<file path="src/rtl/mem_arbiter.sv">
// mem_arbiter: arbitrates one single-port synchronous RAM between the CPU
// sequencer and the program loader/debug port using req/ack handshakes.
// Latency: req seen in IDLE -> ack two cycles later; one access per 3 cycles.
// Backpressure: a requester holds req until ack; cpu_wait stalls the sequencer.
//
// Ports:
//   clk, rst            clock, asynchronous active-high reset
//   cpu_* / ld_*        requester ports (req, we, addr, wdata in; rdata, ack out)
//   cpu_wait            cpu_req & ~cpu_ack, combinational stall for the sequencer
//   ld_lock             blocks CPU grants while high
//   gnt_ld              owner of current/last access (1 = loader)
//   mem_*               RAM port; mem_rdata valid one cycle after a read edge
//
// Build option: define MEM_ARB_LD_PRIORITY_EN for fixed loader priority on ties;
// otherwise ties are broken round-robin.
module mem_arbiter #(
    parameter int ADDR_W = 8,
    parameter int DATA_W = 8
) (
    input  logic              clk,
    input  logic              rst,
    input  logic              cpu_req,
    input  logic              cpu_we,
    input  logic [ADDR_W-1:0] cpu_addr,
    input  logic [DATA_W-1:0] cpu_wdata,
    output logic [DATA_W-1:0] cpu_rdata,
    output logic              cpu_ack,
    output logic              cpu_wait,
    input  logic              ld_req,
    input  logic              ld_we,
    input  logic [ADDR_W-1:0] ld_addr,
    input  logic [DATA_W-1:0] ld_wdata,
    output logic [DATA_W-1:0] ld_rdata,
    output logic              ld_ack,
    input  logic              ld_lock,
    output logic              gnt_ld,
    output logic              mem_en,
    output logic              mem_we,
    output logic [ADDR_W-1:0] mem_addr,
    output logic [DATA_W-1:0] mem_wdata,
    input  logic [DATA_W-1:0] mem_rdata
);

    typedef enum logic [1:0] {S_IDLE, S_ACC, S_RESP} state_t;

    state_t              state_q;
    logic                last_ld_q;
    logic                gnt_ld_q;
    logic                mem_en_q;
    logic                mem_we_q;
    logic [ADDR_W-1:0]   mem_addr_q;
    logic [DATA_W-1:0]   mem_wdata_q;
    logic                cpu_ack_q;
    logic                ld_ack_q;
    logic                rd_q;          // current access is a read
    logic [DATA_W-1:0]   cpu_rdata_q;
    logic [DATA_W-1:0]   ld_rdata_q;

    logic                cpu_elig;
    logic                ld_elig;
    logic                grant_ld_d;
    logic                last_ld_d;

    assign cpu_elig = cpu_req & ~ld_lock;
    assign ld_elig  = ld_req;

`ifdef MEM_ARB_LD_PRIORITY_EN
    // Fixed priority: loader wins every tie; the round-robin pointer stays 0.
    assign grant_ld_d = ld_elig;
    assign last_ld_d  = 1'b0;
`else
    // Round robin: on a tie the port that did not win last time goes next.
    assign grant_ld_d = ld_elig & (~cpu_elig | ~last_ld_q);
    assign last_ld_d  = grant_ld_d;
`endif

    always_ff @(posedge clk or posedge rst) begin
        if (rst) begin
            state_q     <= S_IDLE;
            last_ld_q   <= 1'b0;
            gnt_ld_q    <= 1'b0;
            mem_en_q    <= 1'b0;
            mem_we_q    <= 1'b0;
            mem_addr_q  <= '0;
            mem_wdata_q <= '0;
            cpu_ack_q   <= 1'b0;
            ld_ack_q    <= 1'b0;
            rd_q        <= 1'b0;
            cpu_rdata_q <= '0;
            ld_rdata_q  <= '0;
        end else begin
            // Acks are single-cycle pulses; only ACC raises one.
            cpu_ack_q <= 1'b0;
            ld_ack_q  <= 1'b0;
            case (state_q)
                S_IDLE: begin
                    if (cpu_elig || ld_elig) begin
                        state_q     <= S_ACC;
                        gnt_ld_q    <= grant_ld_d;
                        last_ld_q   <= last_ld_d;
                        mem_en_q    <= 1'b1;
                        mem_we_q    <= grant_ld_d ? ld_we    : cpu_we;
                        mem_addr_q  <= grant_ld_d ? ld_addr  : cpu_addr;
                        mem_wdata_q <= grant_ld_d ? ld_wdata : cpu_wdata;
                        rd_q        <= grant_ld_d ? ~ld_we   : ~cpu_we;
                    end
                end
                S_ACC: begin
                    // The RAM commits the write / launches the read at this edge.
                    state_q  <= S_RESP;
                    mem_en_q <= 1'b0;
                    mem_we_q <= 1'b0;
                    if (gnt_ld_q) ld_ack_q  <= 1'b1;
                    else          cpu_ack_q <= 1'b1;
                end
                S_RESP: begin
                    // Requests are ignored here; capture read data for the owner.
                    state_q <= S_IDLE;
                    if (rd_q) begin
                        if (gnt_ld_q) ld_rdata_q  <= mem_rdata;
                        else          cpu_rdata_q <= mem_rdata;
                    end
                end
                default: state_q <= S_IDLE;
            endcase
        end
    end

    // During the ack cycle of a read the RAM output is forwarded directly so
    // the requester sees its data together with the ack.
    assign cpu_rdata = (cpu_ack_q && rd_q) ? mem_rdata : cpu_rdata_q;
    assign ld_rdata  = (ld_ack_q  && rd_q) ? mem_rdata : ld_rdata_q;
    assign cpu_ack   = cpu_ack_q;
    assign ld_ack    = ld_ack_q;
    assign cpu_wait  = cpu_req & ~cpu_ack_q;
    assign gnt_ld    = gnt_ld_q;
    assign mem_en    = mem_en_q;
    assign mem_we    = mem_we_q;
    assign mem_addr  = mem_addr_q;
    assign mem_wdata = mem_wdata_q;

endmodule

</file>
<file path="config.mk">
export PLATFORM = sky130hd
export DESIGN_NAME = mem_arbiter
export DESIGN_NICKNAME = d
export VERILOG_FILES = /design/src/rtl/mem_arbiter.sv
export SDC_FILE = /design/constraint.sdc
export NUM_CORES = 1
export LEC_CHECK = 0
export ABC_AREA = 1
export CORE_MARGIN = 2
export CORE_UTILIZATION = 30
export DETAILED_ROUTE_END_ITERATION = 10
export GPL_ROUTABILITY_DRIVEN = 0
export GPL_TIMING_DRIVEN = 0
export HOLD_SLACK_MARGIN = 0.1
export PLACE_DENSITY = 0.6
export SLEW_MARGIN = 20
export SYNTH_ARGS = -nofsm -noshare
export SYNTH_HDL_FRONTEND = slang
export SYNTH_SLANG_ARGS = --single-unit
</file>
<file path="constraint.sdc">
create_clock -name clk -period 1.35 [get_ports clk]
set_input_delay 0.27 -clock clk [delete_from_list [all_inputs] [get_ports clk]]
set_output_delay 0.27 -clock clk [all_outputs]
set_load 0.05 [all_outputs]
</file>
==> run summary, run 1 <==
• **Power per Cell Area** 2490 mW/mm^2
• **violated checks** negative setup slack
• **fraction of the mapped netlist area in adder cells** 0
• **Die Area** 0.00740 mm^2
• **number of nets at the end of the flow** 411
• **number of CTS-inserted buffers** 5
• **minimum clock period after layout** 1.60 ns
• **First DRT Iteration DRCs** 57
• **leakage power total** 1.74 nW
• **Max Transition Viols Final** 0
• **Yosys warnings** 0
• **main combinational cell family by area after synthesis** simple AND/OR/NAND/NOR gates
• **launch point of the worst reg-to-reg path** gnt_ld$_DFFE_PP0P_
• **WS Path Type** flip-flop to primary output
• **Setup Viol. Count Final** 16
• **count of pins on the block boundary** 85
• **Netlist Area Pre-Place** 0.00202 mm^2
• **switching fraction of total power** 0.506
• **Gate power share** 0.651
• **remaining antenna violation count** 0
• **leading cell types by total area after synthesis** sky130_fd_sc_hd__dfrtp_1, sky130_fd_sc_hd__nand2_1, sky130_fd_sc_hd__o21ai_0, sky130_fd_sc_hd__inv_1, sky130_fd_sc_hd__nand3b_1
• **maximum number of pins on one net before global-route repair** 22
• **final instance area** 0.00356 mm^2
• **total overflow reported by the global router** 0
• **Yosys cell types** 18
• **Worst Setup EP** ld_rdata[6]
• **number of cells produced by synthesis** 258
• **Clock power frac** 0.098
• **Routed WL** 5.61 mm
• **critical path launch point** rd_q$_DFFE_PP0P_
• **wire length per cell** 12.7 um
• **Setup TNS Final** -3.59 ns
• **CTS clock-pin slew for the worst setup and hold paths** 0.08 ns
• **post-synth top area cell** sky130_fd_sc_hd__dfrtp_1
• **cell area reported after detailed placement** 0.00321 mm^2
• **switching component of the power** 4.48 mW
• **1st-pass router iterations** 4
• **slowest cell on the critical path** sky130_fd_sc_hd__dfrtp_2
• **vias per inst** 4.47
• **final cell utilization of the core** 0.554
• **worst slew slack as a fraction of its limit** 0.678
• **critical path required time** 1.08 ns
• **count of buffers from port buffering** 83
• **Max FO, Critical Path** 8
• **worst vdd rail ir drop** 1200 uV
• **proportion of synthesized chip area in sequential cells** 0.496
• **area share of xor/xnor cells in the synthesized design** 0
• **final critical-path setup slack** -0.250 ns
• **cell-by-cell listing of the critical path** nand2_4, clkbuf_16, nand2_4, o21ai_4, buf_6
• **endpoint of the worst register-to-register path** mem_wdata[3]$_DFFE_PP0P_
• **setup repair after global routing missed its margin** true
• **sum of buffers and inverters on the critical path** 2
• **Worst Reg2Reg Path Length in Cells** 5
• **Placeable Area** 0.00642 mm^2
• **cell count after placement** 419
• **dpl ws** -0.759 ns
• **die boundary width** 86.0 um
• **std cell rows** 29
• **compound-gate portion of the synthesized area** 0.0898
• **final worst-path cycle share** 1.19
• **Tot GR Track Use** 0.160
• **global-route wire length before repair** 9.32 mm
• **count of cell instances traversed by the critical path** 5
• **area added between synthesis and finish** 76.2%
• **count of endpoints failing hold in the final timing report** 0
• **commonest cells after routing, fill and taps aside** sky130_fd_sc_hd__nand2_1, sky130_fd_sc_hd__clkdlybuf4s50_1, sky130_fd_sc_hd__dfrtp_1, sky130_fd_sc_hd__inv_1, sky130_fd_sc_hd__buf_6
• **multiplexer share of the synthesized area** 0
• **proportion of layout cells with a drive suffix above 1** 0.307
• **kind of cell adding the most delay to the critical path** flip-flops
• **H-Tree Level Count** 2
• **transition time at the pin with the least slew margin** 0.482 ns
• **WHS** 0.317 ns
• **via count of the first global-routing pass** 1886
• **reg-to-reg slack, setup** 0.12 ns
• **Internal** 4.37 mW
• **CP startpoint kind** flip-flop
• **Max Cap Violations** 0
• **sequential cell fraction of total power** 0.251
• **estimated wirelength of the detail-placed design** 3.88 mm
• **Final Total Pwr** 8.85 mW
• **Finished Layout Cells** 442
• **Max Clk Rate** 0.625 GHz
• **number of antenna violations at the first check in global routing** 0
• **CTS sink count** 40
• **clock tree from TritonCTS** yes
• **total DRC errors in the routed layout** 0
• **outcome** finished, violations left
• **maximum number of buffers from clock root to sink** 2
• **number of register bits inferred by synthesis** 40
• **worst min path class** primary input to async pin
• **mean instance size in the synthesized netlist** 7.83 um^2
• **Root Buffer Master** sky130_fd_sc_hd__clkbuf_8
• **kind of capture point of the worst setup path** primary output
• **clock insertion delay at the later pin of the skew report** 0.29 ns
• **most prevalent standard cell on the critical path** sky130_fd_sc_hd__nand2_4
• **height of the die** 86.0 um
• **top cell type's share of synthesized area** 0.496
• **count of vias placed by the detailed router** 1977
• **initial standard-cell utilization of the core** 0.314
• **Post-Syn Nets** 305
• **CP arrival** 1.33 ns
• **delay contributed by the slowest stage of the critical path** 0.46 ns
• **Final Skew** 0.00752 ns
• **Inserted Diodes** 0
• **area fraction in and, or, nand and nor cells after synthesis** 0.318
• **most common cell after layout, fill and taps aside** sky130_fd_sc_hd__nand2_1
-- state kept, by name, summed over array words and instances, names as in the netlist --
register     cells
cpu_ack          1
cpu_rdata_q      8
gnt_ld           1
ld_ack           1
ld_rdata_q       8
mem_addr         8
mem_en           1
mem_wdata        8
mem_we           1
rd_q             1
state_q          2
-- Yosys cell counts (all sizes together) --
cell type,count
a21oi,1
buf,8
clkbuf,3
dfrtp,40
inv,34
nand2,96
nand3,23
nand3b,16
nor2,4
o21ai,33
-- area by class of cell --
cell class | instances | area [um^2]
Clock buffer | 8 | 100
Sequential cell | 40 | 1010
Multi-Input combinational cell | 174 | 1090
Fill cell | 629 | 2860
Tap cell | 77 | 96.3
Timing Repair Buffer | 98 | 1020
Buffer | 11 | 119
Inverter | 34 | 128
-- worst min-delay path by stage --
stage                                 endpoint  cells after the start
finish              cpu_rdata_q[5]$_DFFE_PP0P_                      2
global route        cpu_rdata_q[5]$_DFFE_PP0P_                      2
CTS                 cpu_rdata_q[5]$_DFFE_PP0P_                      2
detailed placement     mem_addr[6]$_DFFE_PP0P_                      2
global placement       mem_addr[1]$_DFFE_PP0P_                      2
floorplan           cpu_rdata_q[0]$_DFFE_PP0P_                      2
-- logic make-up (layout without fill, tap and decap cells) --
family | count (synthesis) | in the layout
AND/OR/NAND/NOR | 139 | 140
flip-flops | 40 | 40
AO/OA/AOI/OAI | 34 | 34
buffers and inverters | 45 | 151
-- power groups by stage --
| stage | logic [mW] | registers [mW] | clock network, mW |
|---|---|---|---|
| 2_1_floorplan | 2.78 | 3.20 | 0 |
| 3_3_place_gp | 5.42 | 2.18 | 0 |
| 3_5_place_dp | 5.47 | 2.18 | 0 |
| 4_1_cts | 5.69 | 2.20 | 0.899 |
| 5_1_grt | 6.16 | 2.30 | 0.960 |
| 6_report | 5.76 | 2.22 | 0.867 |
-- timing repair --
| item | in CTS | in global routing |
|---|---|---|
| setup buffers | 3 | 9 |
| hold buffers | 0 | 0 |
| endpoints found under the setup margin | 48 | 47 |
| cloned | 2 | 1 |
| resized for setup | 200 | 15 |
| pin swaps | 4 | 5 |
-- routing by layer --
metal / track usage / routed length (um) / vias to the layer above
met5: 0 / 0 / -
met4: 0.0433 / 61 / 0
met3: 0.0539 / 503 / 7
met2: 0.267 / 2620 / 70
met1: 0.197 / 2430 / 872
li1: - / - / 1028
Power figures use the tool's default switching activity.
==> run 2, diff against run 1 <==
SLEW_MARGIN = not set   (was 20)
==> run summary, run 2 (synthesis results as in run 1) <==
• **outcome** finished, violations left
• **violated checks** negative setup slack
• **final worst-path cycle share** 1.19, about the same
• **clock insertion delay at the later pin of the skew report** 0.29 ns, about the same
• **total DRC errors in the routed layout** 0, unchanged
• **Routed WL** 5.47 mm, -2.4%
• **final critical-path setup slack** -0.251 ns, -0.00121 ns
• **met3 global-route usage** 0.0510, -0.00289
• **commonest cells after routing, fill and taps aside** sky130_fd_sc_hd__nand2_1, sky130_fd_sc_hd__clkdlybuf4s50_1, sky130_fd_sc_hd__dfrtp_1, sky130_fd_sc_hd__inv_1, sky130_fd_sc_hd__buf_6
• **number of antenna violations at the first check in global routing** 0, unchanged
• **WS Path Type** flip-flop to primary output
• **leakage power total** 1.71 nW, -1.6%
• **slowest cell on the critical path** sky130_fd_sc_hd__dfrtp_2
• **estimated wirelength of the detail-placed design** 3.80 mm, -2.0%
• **vias per inst** 4.46, -0.24%
• **1st-pass router iterations** 4, unchanged
• **worst slew slack as a fraction of its limit** 0.437, -0.241
• **Inserted Diodes** 0, unchanged
• **most common cell after layout, fill and taps aside** sky130_fd_sc_hd__nand2_1
• **delay contributed by the slowest stage of the critical path** 0.43 ns, -0.03 ns
• **reg-to-reg slack, setup** 0.12 ns, about the same
• **wire length per cell** 12.5 um, -1.3%
• **met1 demand-to-capacity share in global routing** 0.204, +0.00665
• **Root Buffer Master** sky130_fd_sc_hd__clkbuf_8
• **Placeable Area** 0.00642 mm^2, unchanged
• **via count of the first global-routing pass** 1945, +3.1%
• **remaining antenna violation count** 0, unchanged
• **global-route wire length before repair** 9.31 mm, -0.14%
• **count of pins on the block boundary** 85, unchanged
• **worst vdd rail ir drop** 1010 uV, -16%
• **dpl ws** -0.758 ns, +0.00136 ns
• **Worst Reg2Reg Path Length in Cells** 5, unchanged
• **count of endpoints failing hold in the final timing report** 0, unchanged
• **Final Total Pwr** 8.75 mW, -1.2%
• **proportion of layout cells with a drive suffix above 1** 0.292, -0.0152
• **transition time at the pin with the least slew margin** 0.843 ns, +0.361 ns
• **CTS clock-pin slew for the worst setup and hold paths** 0.08 ns, about the same
• **setup repair after global routing missed its margin** true
• **area added between synthesis and finish** 72.0%
• **Max Transition Viols Final** 0, unchanged
• **count of buffers from port buffering** 83, unchanged
• **maximum number of buffers from clock root to sink** 2, unchanged
• **Final Skew** 0.0103 ns, +0.00273 ns
• **First DRT Iteration DRCs** 63, +11%
• **count of vias placed by the detailed router** 1950, -1.4%
• **height of the die** 86.0 um, unchanged
• **initial standard-cell utilization of the core** 0.314, unchanged
• **total overflow reported by the global router** 0, unchanged
• **Setup Viol. Count Final** 16, unchanged
• **Power per Cell Area** 2520 mW/mm^2, +1.2%
• **H-Tree Level Count** 2, unchanged
• **worst min path class** primary input to flip-flop
• **critical path required time** 1.08 ns, about the same
• **final instance area** 0.00347 mm^2, -2.4%
• **CTS sink count** 40, unchanged
• **kind of cell adding the most delay to the critical path** flip-flops
• **clock tree from TritonCTS** yes
• **critical path launch point** rd_q$_DFFE_PP0P_
• **Most Used Layer, Global Route** met2
• **maximum number of pins on one net before global-route repair** 41, +86%
• **Die Area** 0.00740 mm^2, unchanged
• **std cell rows** 29, unchanged
• **minimum clock period after layout** 1.60 ns, +0.00121 ns
• **cell area reported after detailed placement** 0.00318 mm^2, -0.86%
• **Max Clk Rate** 0.624 GHz, about the same
• **Worst Setup EP** cpu_rdata[7]
• **number of nets at the end of the flow** 406, -1.2%
• **cell-by-cell listing of the critical path** nand2_4, clkbuf_8, o21ai_4, buf_6
• **CP arrival** 1.33 ns, about the same
• **launch point of the worst reg-to-reg path** gnt_ld$_DFFE_PP0P_
• **endpoint of the worst register-to-register path** cpu_rdata_q[6]$_DFFE_PP0P_
• **count of cell instances traversed by the critical path** 4, -1
• **Max FO, Critical Path** 6, -2
• **kind of capture point of the worst setup path** primary output
• **instance count along the most critical hold path** 4
• **CP startpoint kind** flip-flop
• **number of CTS-inserted buffers** 5, unchanged
• **Tot GR Track Use** 0.158, -0.00182
• **sum of buffers and inverters on the critical path** 2, unchanged
• **Max Cap Violations** 0, unchanged
• **die boundary width** 86.0 um, unchanged
• **met2 Resource Use GR** 0.257, -0.00987
run 2: worst min path at each step:
stage	end	from	slack [ns]
after floorplan	cpu_rdata_q[0]$_DFFE_PP0P_	cpu_rdata_q[0]$_DFFE_PP0P_	0.45
after global placement	mem_addr[1]$_DFFE_PP0P_	mem_addr[1]$_DFFE_PP0P_	0.46
after detailed placement	mem_addr[6]$_DFFE_PP0P_	mem_addr[6]$_DFFE_PP0P_	0.47
after CTS	mem_addr[1]$_DFFE_PP0P_	ld_req	0.33
after global routing	mem_addr[5]$_DFFE_PP0P_	ld_req	0.37
final	mem_addr[6]$_DFFE_PP0P_	ld_req	0.34
run 2: layer usage:
| metal | up-vias | share of wire |
|---|---|---|
| li1 | 1013 | - |
| met1 | 858 | 0.45 |
| met2 | 73 | 0.46 |
| met3 | 6 | 0.082 |
| met4 | 0 | 0.011 |
| met5 | - | 0 |
run 2: repair_timing:
| item | in CTS | in global routing |
|---|---|---|
| hold buffers | 0 | 0 |
| pin swaps | 3 | 4 |
| gates cloned | 2 | 0 |
| buffers inserted | 2 | 7 |
| setup endpoints to repair | 47 | 54 |
| resized for setup | 196 | 17 |
run 2: cell type report:
class	count	area (um^2)
plain buffers	11	120
clock buffers	6	82.6
clock inverters	2	10.0
fillers	606	2950
inverters	34	128
multi-input cells	173	1070
flip-flops and latches	40	1010
well taps	77	96.3
repair buffers	94	957
run 2: per-stage QoR:
step,util,hold slack (ns),setup TNS (ns),instances
2_1_floorplan,-,0.453,-1.37,258
3_3_place_gp,0.495,0.463,-50.32,418
3_5_place_dp,0.495,0.465,-22.14,418
4_1_cts,0.529,0.334,-3.98,430
5_1_grt,0.541,0.371,-4.65,437
6_report,0.541,0.344,-3.72,437
run 2: worst reg2reg max path, cell delays in order, from the launching register on:
cell and delay [ns]:
sky130_fd_sc_hd__dfrtp_2 0.47, sky130_fd_sc_hd__inv_1 0.11, sky130_fd_sc_hd__nand3_2 0.16, sky130_fd_sc_hd__buf_2 0.23, sky130_fd_sc_hd__nand2_1 0.07, sky130_fd_sc_hd__o21ai_0 0.07
run 2: report_power, final:
| part | switching (mW) | internal (mW) | total (mW) |
|---|---|---|---|
| Combinational | 3.66 | 2.06 | 5.72 |
| Sequential | 0.404 | 1.80 | 2.21 |
| Clock | 0.410 | 0.408 | 0.818 |
==> RTL change, RTL diff (flow settings as in run 1) <==
Change the parameter `DATA_W` from 8 to 6.
--- a/src/rtl/mem_arbiter.sv
+++ b/src/rtl/mem_arbiter.sv
@@ -15,7 +15,7 @@
 // otherwise ties are broken round-robin.
 module mem_arbiter #(
     parameter int ADDR_W = 8,
-    parameter int DATA_W = 8
+    parameter int DATA_W = 6
 ) (
     input  logic              clk,
     input  logic              rst,
Interface: changed (6 resized); port bits go from 85 to 73. The function was not compared with the original's and may differ.
==> RTL change against run 1 <==
Synthesized cell count decreased by 14%. Highest routed layer unchanged. The flow still finishes with violations (setup timing). Clock power down 13%. Synthesized area is 15% lower. Power fell by 16%. Sequential cell count shrank 6. Design area shrank 17%. Setup slack better by 0.029 ns. Largest cell class is now multi-input gates. Worst hold slack improved by 0.057 ns. Routed wire length down 19%.
==> RTL change: results (changes against run 1) <==
[critical_path]
crit_end = ld_rdata[2]  ; was ld_rdata[6]
cp_max_fo = 5  ; was 8
cp.arrival_ns = 1.30  ; was 1.33 ns
reg2reg_to = mem_wdata[2]$_DFFE_PP0P_  ; was mem_wdata[3]$_DFFE_PP0P_

[final_layout]
drive_gt1_frac = 0.281  ; was 0.307
nNetsFinal = 344  ; was 411
largest_reg_flops = 8
final_util = 0.534  ; was 0.554
n_fill_cell = 557  ; was 629

[placement]
preCtsSetupSlack_ns = -0.751  ; was -0.759 ns
io_buffers = 71  ; was 83
post-place-cells = 364  ; was 419
dp_hpwl_um = 3220  ; was 3880 um
dpl_cell_area_um2 = 2680  ; was 3210 um2

[synthesis]
synth.area.top_cells = dfrtp_1 50%, nand2_1 18%, o21ai_0 7.3%  ; was dfrtp_1 50%, nand2_1 17%, o21ai_0 7.9%
syn_nets = 262  ; was 305
synthCells = 221  ; was 258
synth_compound_area_frac = 0.0825  ; was 0.0898
ys_types = 15  ; was 18
synth.mux.area_fraction = 0  ; unchanged
synthTopCellsByCount = 81 x nand2_1, 34 x dfrtp_1, 29 x inv_1  ; was 94 x nand2_1, 40 x dfrtp_1, 33 x inv_1
yosysSeqAreaShare = 0.496  ; about the same

[drt]
viasPerCell = 4.42  ; was 4.47
met2_length_um = 2150  ; was 2620 um
met3_length_um = 310  ; was 503 um
met1_length_um = 2030  ; was 2430 um
drt_iter0_markers = 90  ; was 57
post_drt_wl_per_cell_um = 12.1  ; was 12.7 um
wirelength_um = 4550  ; was 5610 um
top_layer = met4  ; unchanged

[hold_path]
min-delay-start = ld_req
hp-class = in -> reg  ; was in -> async

[sta]
skew_ns = 0.00393  ; was 0.00752 ns
fin_ws_ns = -0.221  ; was -0.250 ns
setup_viol = 12  ; was 16
fin_hold_ws_ns = 0.374  ; was 0.317 ns
worst_pin_slew_ns = 0.709  ; was 0.482 ns
totalNegativeSetupSlack_ns = -2.34  ; was -3.59 ns

[grt]
gr-usage-met2 = 0.252  ; was 0.267
grtUsageTotal = 0.159  ; was 0.160
antenna_found_initial = 0  ; unchanged
use_met3 = 0.0475  ; was 0.0539
gr-usage-met1 = 0.199  ; was 0.197
grt_max_degree = 35  ; was 22
grt_pass1_vias = 1675  ; was 1886
grt_pass1_wl_um = 7830  ; was 9320 um

[outcome]
status = complete, but fails checks  ; unchanged
violations = setup timing  ; unchanged

[power]
swShare = 0.508  ; was 0.506
leakagePower_nw = 1.44  ; was 1.74 nW
pwr-share-comb = 0.640  ; was 0.651
intPower_mw = 3.64  ; was 4.37 mW
irDropWorstVdd_uv = 1280  ; was 1200 uV
p_seq_frac = 0.259  ; was 0.251

[clock_network]
cts_made_buffers = 5  ; unchanged

[RTL change: cell types whose count changed after synthesis, moves of 2 or more]
cell	delta
nand2_1	-13
o21ai_0	-7
dfrtp_1	-6
inv_1	-4
buf_2	-2
nand3b_1	-2
[RTL change: repair_timing]
| item | in CTS | in global routing |
|---|---|---|
| setup buffers | 1 | 2 |
| gates resized for setup | 162 | 22 |
| hold buffers | 0 | 0 |
| gates cloned | 2 | 0 |
| setup endpoints to repair | 41 | 24 |
| pin swaps | 3 | 3 |
[RTL change: worst reg2reg max path, delay by kind of cell, from the launching register on]
family,cells,cell delay (ns)
DFF,1,0.45
buffers and inverters,1,0.25
and+or+nand+nor,4,0.44
[RTL change: final cells by class]
cell class,count,area share
Multi-Input combinational cell,147,0.310
Sequential cell,34,0.291
Timing Repair Buffer,76,0.270
Inverter,30,0.0383
Buffer,9,0.0311
Tap cell,72,0.0306
Clock buffer,7,0.0293
